### src/rtl/lfsr_byte_collector.sv
// lfsr_byte_collector: packs strobed LFSR bits MSB-first into words, buffers them in a FIFO, flags stuck runs
module lfsr_byte_collector #(
   parameter int WIDTH     = 8,
   parameter int DEPTH     = 4,
   parameter int RUN_LIMIT = 16
) (
   input  logic                     clk,
   input  logic                     rst,
   input  logic                     bit_in,
   input  logic                     bit_en,
   input  logic                     clear,
   output logic [WIDTH-1:0]         out_data,
   output logic                     out_valid,
   input  logic                     out_ready,
   output logic [$clog2(DEPTH):0]   level,
   output logic                     overflow,
   output logic                     stuck
);
   localparam int AW = $clog2(DEPTH);
   localparam int CW = $clog2(WIDTH);
   localparam int RW = $clog2(RUN_LIMIT + 1);
   localparam logic [CW-1:0] LAST = CW'(WIDTH - 1);
   localparam logic [AW:0]   FULL = (AW + 1)'(DEPTH);
   localparam logic [RW-1:0] RL   = RW'(RUN_LIMIT);

   logic [WIDTH-2:0] sr;
   logic [CW-1:0]    bitcnt;
   logic [AW-1:0]    wptr, rptr;
   logic [RW-1:0]    runlen, run_nx;
   logic             prev;
   logic [WIDTH-1:0] word;
   logic             push, pop, wr;
   logic [WIDTH-1:0] mem [DEPTH];

   assign word      = {sr, bit_in};
   assign out_valid = level != '0;
   assign pop       = out_valid && out_ready && !clear;
   assign push      = bit_en && bitcnt == LAST && !clear;
   assign wr        = push && (level != FULL || pop);
   assign out_data  = out_valid ? mem[rptr] : '0;

   // next run length: restart at 1 on first sample or a change, else count up and saturate
   always_comb begin
      run_nx = RW'(1);
      if (runlen != '0 && bit_in == prev)
         run_nx = runlen == RL ? runlen : runlen + RW'(1);
   end

   // FIFO storage; unread entries are masked on out_data so no reset is needed
   always_ff @(posedge clk) begin
      if (wr) mem[wptr] <= word;
   end

   // packing, FIFO pointers/level, run counter and sticky flags
   always_ff @(posedge clk or negedge rst) begin
      if (!rst) begin
         sr       <= '0;
         bitcnt   <= '0;
         wptr     <= '0;
         rptr     <= '0;
         level    <= '0;
         runlen   <= '0;
         prev     <= 1'b0;
         overflow <= 1'b0;
         stuck    <= 1'b0;
      end else if (clear) begin
         sr       <= '0;
         bitcnt   <= '0;
         wptr     <= '0;
         rptr     <= '0;
         level    <= '0;
         runlen   <= '0;
         prev     <= 1'b0;
         overflow <= 1'b0;
         stuck    <= 1'b0;
      end else begin
         if (bit_en) begin
            sr     <= word[WIDTH-2:0];
            bitcnt <= bitcnt == LAST ? '0 : bitcnt + CW'(1);
            prev   <= bit_in;
            runlen <= run_nx;
            if (run_nx == RL) stuck <= 1'b1;
         end
         if (wr) wptr <= wptr + AW'(1);
         if (pop) rptr <= rptr + AW'(1);
         level <= (wr && !pop) ? level + (AW + 1)'(1) :
                  (pop && !wr) ? level - (AW + 1)'(1) : level;
         if (push && !wr) overflow <= 1'b1;
      end
   end
endmodule

### config.mk
export PLATFORM = sky130hd
export DESIGN_NAME = lfsr_byte_collector
export DESIGN_NICKNAME = d
export VERILOG_FILES = /design/src/rtl/lfsr_byte_collector.sv
export SDC_FILE = /design/constraint.sdc
export NUM_CORES = 1
export LEC_CHECK = 0
export ABC_CLOCK_PERIOD_IN_PS = 5200
export CAP_MARGIN = 30
export CORE_MARGIN = 10
export CORE_UTILIZATION = 40
export DETAILED_ROUTE_END_ITERATION = 8
export GPL_ROUTABILITY_DRIVEN = 0
export SYNTH_ARGS = -nofsm -noshare
export SYNTH_HDL_FRONTEND = slang
export SYNTH_SLANG_ARGS = --single-unit
### constraint.sdc
create_clock -name clk -period 5.2 [get_ports clk]
set_input_delay 0.78 -clock clk [delete_from_list [all_inputs] [get_ports clk]]
set_output_delay 0.78 -clock clk [all_outputs]
set_load 0.1 [all_outputs]
# After elaboration in Yosys (flattened, before gate mapping)
# Memory sizes are Yosys's and may differ from the RTL's.
# Index checks and enable logic that the tools add are counted.
# Widths: inputs -> output; s select.
# totals
ram_bits	32
output_inout_bits	14
memories	1
word_cells	69
register_bits	25
inputBits	6
# memory_table
memory	words	word_bits	rd	rd_clocked_by_memory_dff	wr	line	text
mem	4	8	1	0	1	33	logic [WIDTH-1:0] mem [DEPTH];
# op_classes
n_eq_ne	5
add_sub_neg	6
n_mux	26
n_reduce_logical	22
# op_table
operator	count
$mux 5	4
$mux 3	6
$mux 7	2
$eq 5x5->1 const B	2
$reduce_bool 2->1	5
$logic_and 1x1->1	9
$mux 1	9
$mux 2	4
$mux 8	1
$add 3x1->3 const B	2
$reduce_bool 3->1	2
$add 5x1->5 const B	1
$reduce_bool 5->1	1
$add 2x1->2 const B	2
$eq 3x3->1 const B	1
$logic_not 1->1	3
$ne 3x3->1 const B	1
$sub 3x1->3 const B	1
$reduce_and 2->1	1
$eq 1x1->1	1
$logic_or 1x1->1	1

# Longest topological paths before layout
# Gate-level depths: netlist of run 1.
# logic_depth
ltp_word	10
mapped_depth	10
ltp_nobuf	10

# Worst setup path after synthesis of run 1
# No wires, ideal clock.
# synth_timing
path_type	reg-to-output
startpoint	register level[1]
endpoint	output port out_data[0]
arrival_time_ns	3.113
path_stages_with_launch	4
required_ns	4.420
slack_ns	1.307
n_path_buf	1
cell_sequence	dfrtp_1 or3_1 clkbuf_1 and2_1
# synth_via
elab_chain_cells	2
# synth_rtl
element	line	text
start: declaration	15	output logic [$clog2(DEPTH):0] level,
start signal: assignment	86	level <= (wr && !pop) ? level + (AW + 1)'(1) :
$reduce_bool 3->1	36	assign out_valid = level != '0;
net out_valid	13	output logic out_valid,
$mux 8	40	assign out_data = out_valid ? mem[rptr] : '0;
end: declaration	12	output logic [WIDTH-1:0] out_data,
# The timed path passes the listed nets, and every way through them passes these cells.

# Worst setup path after layout of run 1
# layout_timing
startpoint	register rptr[0]
endpoint	output port out_data[0]
# layout_via
elab_chain_cells	2
# layout_rtl
element	line	text
start: declaration	28	logic [AW-1:0] wptr, rptr;
start signal: assignment	85	if (pop) rptr <= rptr + AW'(1);
$mem_v2 4x8	n/a	
$mux 8	40	
# No other way between the ends.

==> results of run 1 <==
[flip-flops by register name, indices dropped and copies added, names as in the netlist]
name	count
level	3
wptr	2
sr	7
stuck	1
rptr	2
runlen	5
overflow	1
mem	32
bitcnt	3
[cell families after synthesis]
group           after synthesis  synth area share
simple gates                 63             0.124
flops                        56             0.596
xor+xnor                     10            0.0334
buf+inv                      21            0.0349
compound gates               23            0.0592
fa+ha+maj                     9            0.0458
mux                          18             0.107
[cell type report]
type	count	area, sq um
Multi-Input combinational cell	123	967
Tap cell	77	96.3
Fill cell	575	3390
Clock buffer	6	72.6
Timing Repair Buffer	21	205
Sequential cell	56	1560
Clock inverter	2	16.3
Inverter	10	37.5
[path summary, 6_finish.rpt]
kind | startpoint | end | slack, ns | cells past startpoint
min in group asynchronous | rst | level[0] | 0.82 | 2
worst min register to register | sr[6] | mem[2][7] | 0.54 | 0
max in group asynchronous | rst | runlen[3] | 4.13 | 2
worst max-delay path | rptr[0] | out_data[0] | 1.64 | 3
worst max register to register | bitcnt[0] | level[2] | 2.29 | 10
worst min-delay path | sr[6] | mem[2][7] | 0.54 | 0
[power by group through the flow]
| stage | sequential, mW | clock, mW | combinational [mW] |
|---|---|---|---|
| global placement | 0.484 | 0 | 0.0342 |
| finish | 0.474 | 0.233 | 0.0341 |
| CTS | 0.474 | 0.241 | 0.0347 |
| detailed placement | 0.484 | 0 | 0.0345 |
| global route | 0.475 | 0.258 | 0.0382 |
| floorplan | 0.483 | 0 | 0.0219 |
[through the flow]
stage / setup WS, ns / hold slack, ns
finish: 1.64 / 0.538
global route: 1.49 / 0.574
CTS: 1.56 / 0.533
detailed placement: 1.64 / 0.502
global placement: 1.70 / 0.506
floorplan: 1.31 / 0.475
[worst register-to-register path, delay by kind of cell, from the launching register on]
kind,cells,cell delay [ns]
adders and majority gates,3,0.87
and+or+nand+nor,4,1.08
DFF,1,0.41
AOI/OAI and AO/OA,3,0.41
[layout by cell type, fill, tap and decap left out, types with 2 or more instances in the layout]
master	netlist	layout
inv_1	9	9
nand3b_1	2	2
nand3_1	4	4
clkdlybuf4s50_1	0	19
a31oi_1	2	2
nor2_1	21	21
nor4_1	2	2
nor3_1	2	2
a21oi_1	9	9
clkbuf_8	0	5
dfrtp_1	24	24
and2_1	13	13
mux2i_1	10	10
ha_1	8	8
xor2_1	4	4
nor2b_1	3	3
or3_1	3	3
o2111ai_1	2	2
buf_4	0	2
edfxtp_1	32	32
nand2_1	7	7
nand4_1	2	2
a311oi_1	2	2
mux4_2	8	8
xnor2_1	6	6
[per-layer routing]
metal  vias to the layer above  GRT usage
met5                         -          0
met4                         0     0.0289
met3                         8     0.0281
met2                        35      0.140
met1                       746      0.121
li1                        752          -
==> flow_summary.json, run 1 <==
{
  "drcViolationCount": 0,
  "slew_headroom": 0.346,
  "antenna_found_initial": 0,
  "synth.most_common_cell": "edfxtp_1",
  "p_clk_frac": 0.315,
  "wl_met3_microns": 262,
  "grt_pass1_vias": 1516,
  "grt_pass1_wl_microns": 7540,
  "timing.max_cap.violations": 0,
  "fin_area_sq_mm": 0.00296,
  "die_area_sq_mm": 0.0102,
  "peakVddDrop_mv": 0.141,
  "cp_cell_sequence": "mux4_2, and2_1, clkdlybuf4s50_1",
  "cts_buffer_depth": 2,
  "root_buffer": "clkbuf_8",
  "num_vias": 1541,
  "dp.cells": 287,
  "die_w_microns": 101,
  "slowest_delay_ns": 0.96,
  "fin_nets": 232,
  "fin_crit_ns": 3.56,
  "worst-path-max-fanout": 10,
  "power_switching_mw": 0.163,
  "p_comb_frac": 0.046,
  "drt_pass1_iterations": 4,
  "p_seq_frac": 0.639,
  "hold_violations": 0,
  "outcome": "finished, final reports clean",
  "yosys.cell_types.count": 40,
  "num_io_pins": 20,
  "grt_max_degree": 28,
  "tns_ns": 0,
  "ctsResizeCount": 0,
  "syn_area_sq_mm": 0.00262,
  "cpLargestDelayFamily": "buffers and inverters",
  "start_kind": "flop",
  "grt_use_total": 0.0916,
  "routed_wl_microns": 4480,
  "synth_commonest_cells": "32 x edfxtp_1, 24 x dfrtp_1, 21 x nor2_1, 13 x and2_1, 10 x mux2i_1",
  "critPathKind": "reg -> out",
  "grt-ovfl-total": 0,
  "max_freq_mhz": 281,
  "via_per_inst": 5.22,
  "yosysTopAreaCell": "edfxtp_1",
  "drtIter0Drc": 63,
  "clk_latency_ns": 0.31,
  "synth_edf_count": 32,
  "yosys-top-cells-area": "edfxtp_1 37%, dfrtp_1 23%, mux4_2 6.9%",
  "dr.max_layer_used": "met4",
  "synthCells": 200,
  "tritoncts": "built",
  "die_h_microns": 101,
  "ys_seq_elements": 56,
  "yosys_warnings": 0,
  "fin_crit_sh": 0.685,
  "dp_hpwl_microns": 3010,
  "rows": 29,
  "intPower_mw": 0.579,
  "htree_levels": 2,
  "place_area_sq_mm": 0.00287,
  "clock_sinks": 56,
  "critPathArrivalTime_ns": 2.78,
  "utilization": 0.466,
  "p_leak_nw": 1.11,
  "worst_pin_slew_ns": 0.977,
  "hold_path.class": "reg -> reg",
  "slowest_stage": "clkdlybuf4s50_1",
  "drt-met1-wl_microns": 2160,
  "rsz0062_at_grt": "no",
  "final_antenna_net_count": 0,
  "cts.clk_slew.worst_paths_ns": 0.10,
  "netSwitchingFraction": 0.219,
  "cp_num_buf_inv": 1,
  "drv_slew": 0,
  "synth.net_count": 215,
  "ys.flop_type": "edfxtp_1",
  "netlist.area_leader.share": 0.367,
  "core_sq_mm": 0.00635,
  "drive_gt1_frac": 0.0826,
  "crit_path_end_kind": "output pin",
  "power_mw": 0.742,
  "async_flop_share": 0.429,
  "cts_made_buffers": 5,
  "power.density_mw_per_mm2": 251,
  "cts_hold_buf": 0,
  "areaGrowthSynthToFinish_pct": 12.8,
  "insertedDiodeCount": 0,
  "crit_required_ns": 4.42,
  "finalSetupViolations": 0,
  "wl_per_cell_microns": 15.2,
  "avgSynthCellArea_sq_um": 13.1,
  "start_util": 0.413,
  "wl_met2_microns": 2010,
  "layoutNonFillerInstCount": 295,
  "seq_area_frac_synth": 0.596,
  "skew_ns": 0.00778,
  "cts_setup_buffers": 0,
  "portBuffers": 19
}
Power figures use the tool's default switching activity.
==> run 2: changes to the inputs <==
ABC_CLOCK_PERIOD_IN_PS = 3700   (was 5200)
clock period = 3.7 ns   (was 5.2 ns; I/O delays follow)
==> run 2 against run 1 <==
  * Clock power rose by 97%
  * Global-route usage rose by 0.90 points
  * Hold slack got worse by 0.0055 ns
==> flow_summary.json, run 2 (synthesis results as in run 1) <==
{
  "outcome": "finished, final reports clean",
  "grt_use_met3": 0.0370,
  "dp_hpwl_microns": 3250,
  "dp.cells": 290,
  "ctsResizeCount": 0,
  "final_antenna_net_count": 0,
  "r2r_start": "bitcnt[0]",
  "layoutNonFillerInstCount": 298,
  "largest_reg_flops": 32,
  "grt_pass1_wl_microns": 8160,
  "hold_violations": 0,
  "num_vias": 1548,
  "die_area_sq_mm": 0.0102,
  "power_mw": 1.17,
  "slowest_delay_ns": 1.01,
  "cp_cell_sequence": "or3_1, clkdlybuf4s50_1",
  "final_common_cell": "edfxtp_1",
  "crit_required_ns": 3.14,
  "cts.clk_slew.worst_paths_ns": 0.09,
  "drcViolationCount": 0,
  "tritoncts": "built",
  "rows": 29,
  "p_leak_nw": 1.17,
  "clk_latency_ns": 0.30,
  "timing.rr.end": "level[2]",
  "insertedDiodeCount": 0,
  "tns_ns": 0,
  "fin_nets": 235,
  "crit_path_end_kind": "output pin",
  "hold_end": "overflow",
  "htree_levels": 2,
  "start_util": 0.413,
  "die_h_microns": 101,
  "slowest_stage": "clkdlybuf4s50_1",
  "critPathArrivalTime_ns": 2.27,
  "via_per_inst": 5.19,
  "drt_pass1_iterations": 4,
  "regArea_sq_mm": 0.00156,
  "hold_path.class": "reg -> reg",
  "drv_slew": 0,
  "start_kind": "flop",
  "clock_sinks": 56,
  "drive_gt1_frac": 0.131,
  "drtIter0Drc": 85,
  "fin_crit_ns": 2.83,
  "worst_pin_slew_ns": 0.978,
  "multi_input_area_sq_um": 967,
  "holdPathStages": 2,
  "finalSetupViolations": 0,
  "reg_top3": "mem: 32 flops, sr: 7 flops, runlen: 5 flops",
  "grt_use_total": 0.101,
  "largest_register": "mem",
  "max_freq_mhz": 354,
  "slew_headroom": 0.346,
  "cts_buffer_depth": 2,
  "power.density_mw_per_mm2": 391,
  "wl_per_cell_microns": 16.0,
  "use_met1": 0.127,
  "grtUsageMet2": 0.156,
  "routed_wl_microns": 4770,
  "timing.max_cap.violations": 0,
  "r2r_slack_ns": 0.90,
  "fillers": 566,
  "die_w_microns": 101,
  "final_cell_mix": "32 x edfxtp_1, 24 x dfrtp_1, 21 x nor2_1, 13 x and2_1, 13 x buf_4",
  "areaGrowthSynthToFinish_pct": 14.6,
  "grt-ovfl-total": 0,
  "skew_ns": 0.00340,
  "grt_busiest_layer": "met2",
  "critPathKind": "reg -> out",
  "rsz0062_at_grt": "no",
  "cts_made_buffers": 5,
  "worst-path-max-fanout": 8,
  "cts_setup_buffers": 0,
  "crit_start": "level[1]",
  "core_sq_mm": 0.00635,
  "cts_hold_buf": 0,
  "grt_pass1_vias": 1625,
  "peakVddDrop_mv": 0.189,
  "root_buffer": "clkbuf_8",
  "num_io_pins": 20,
  "hold_path_startpoint": "overflow",
  "antenna_found_initial": 0,
  "fin_crit_sh": 0.764,
  "worstRegToRegCells": 10,
  "portBuffers": 19,
  "grt_max_degree": 27
}
[run 2: critical path, delay by kind of cell, from the launching register on]
kind                   cells  cell delay, ns
buffers and inverters      1            1.01
and+or+nand+nor            1            0.49
DFF                        1            0.48
[run 2: final cells by class]
type                       instances  area share
multi-input combinational        123       0.322
inverter                          10      0.0125
clock buffer                       6      0.0242
timing repair buffer              24      0.0692
sequential                        56       0.520
clock inverter                     2      0.0200
tap                               77      0.0321
[run 2: per-stage QoR]
step                area, sq um  worst slack [ns]   util  hold WS (ns)
floorplan                  2620             0.459      -         0.259
global placement           2870             0.790  0.452         0.518
detailed placement         2870             0.728  0.452         0.520
CTS                        3000             0.852  0.473         0.545
global route               3000             0.702  0.473         0.560
finish                     3000             0.873  0.473         0.532
[run 2: worst max path at each step]
stage,endpoint,slack [ns],cells after the start
finish,out_valid,0.87,2
global route,level[2],0.70,10
CTS,out_valid,0.85,2
floorplan,level[2],0.46,8
detailed placement,level[2],0.73,10
global placement,level[2],0.79,10
[run 2: routing by layer]
metal / routed length [microns] / part of all wire / vias up
li1: - / - / 759
met1: 2240 / 0.47 / 754
met2: 2210 / 0.46 / 30
met3: 279 / 0.058 / 5
met4: 43 / 0.0090 / 0
met5: 0 / 0 / -
[run 2: power breakdown]
group	total [mW]	switching, mW	internal [mW]	leakage [nW]
clock network	0.459	0.188	0.270	0.0654
registers	0.666	0.00599	0.660	0.635
logic	0.0499	0.0303	0.0196	0.465
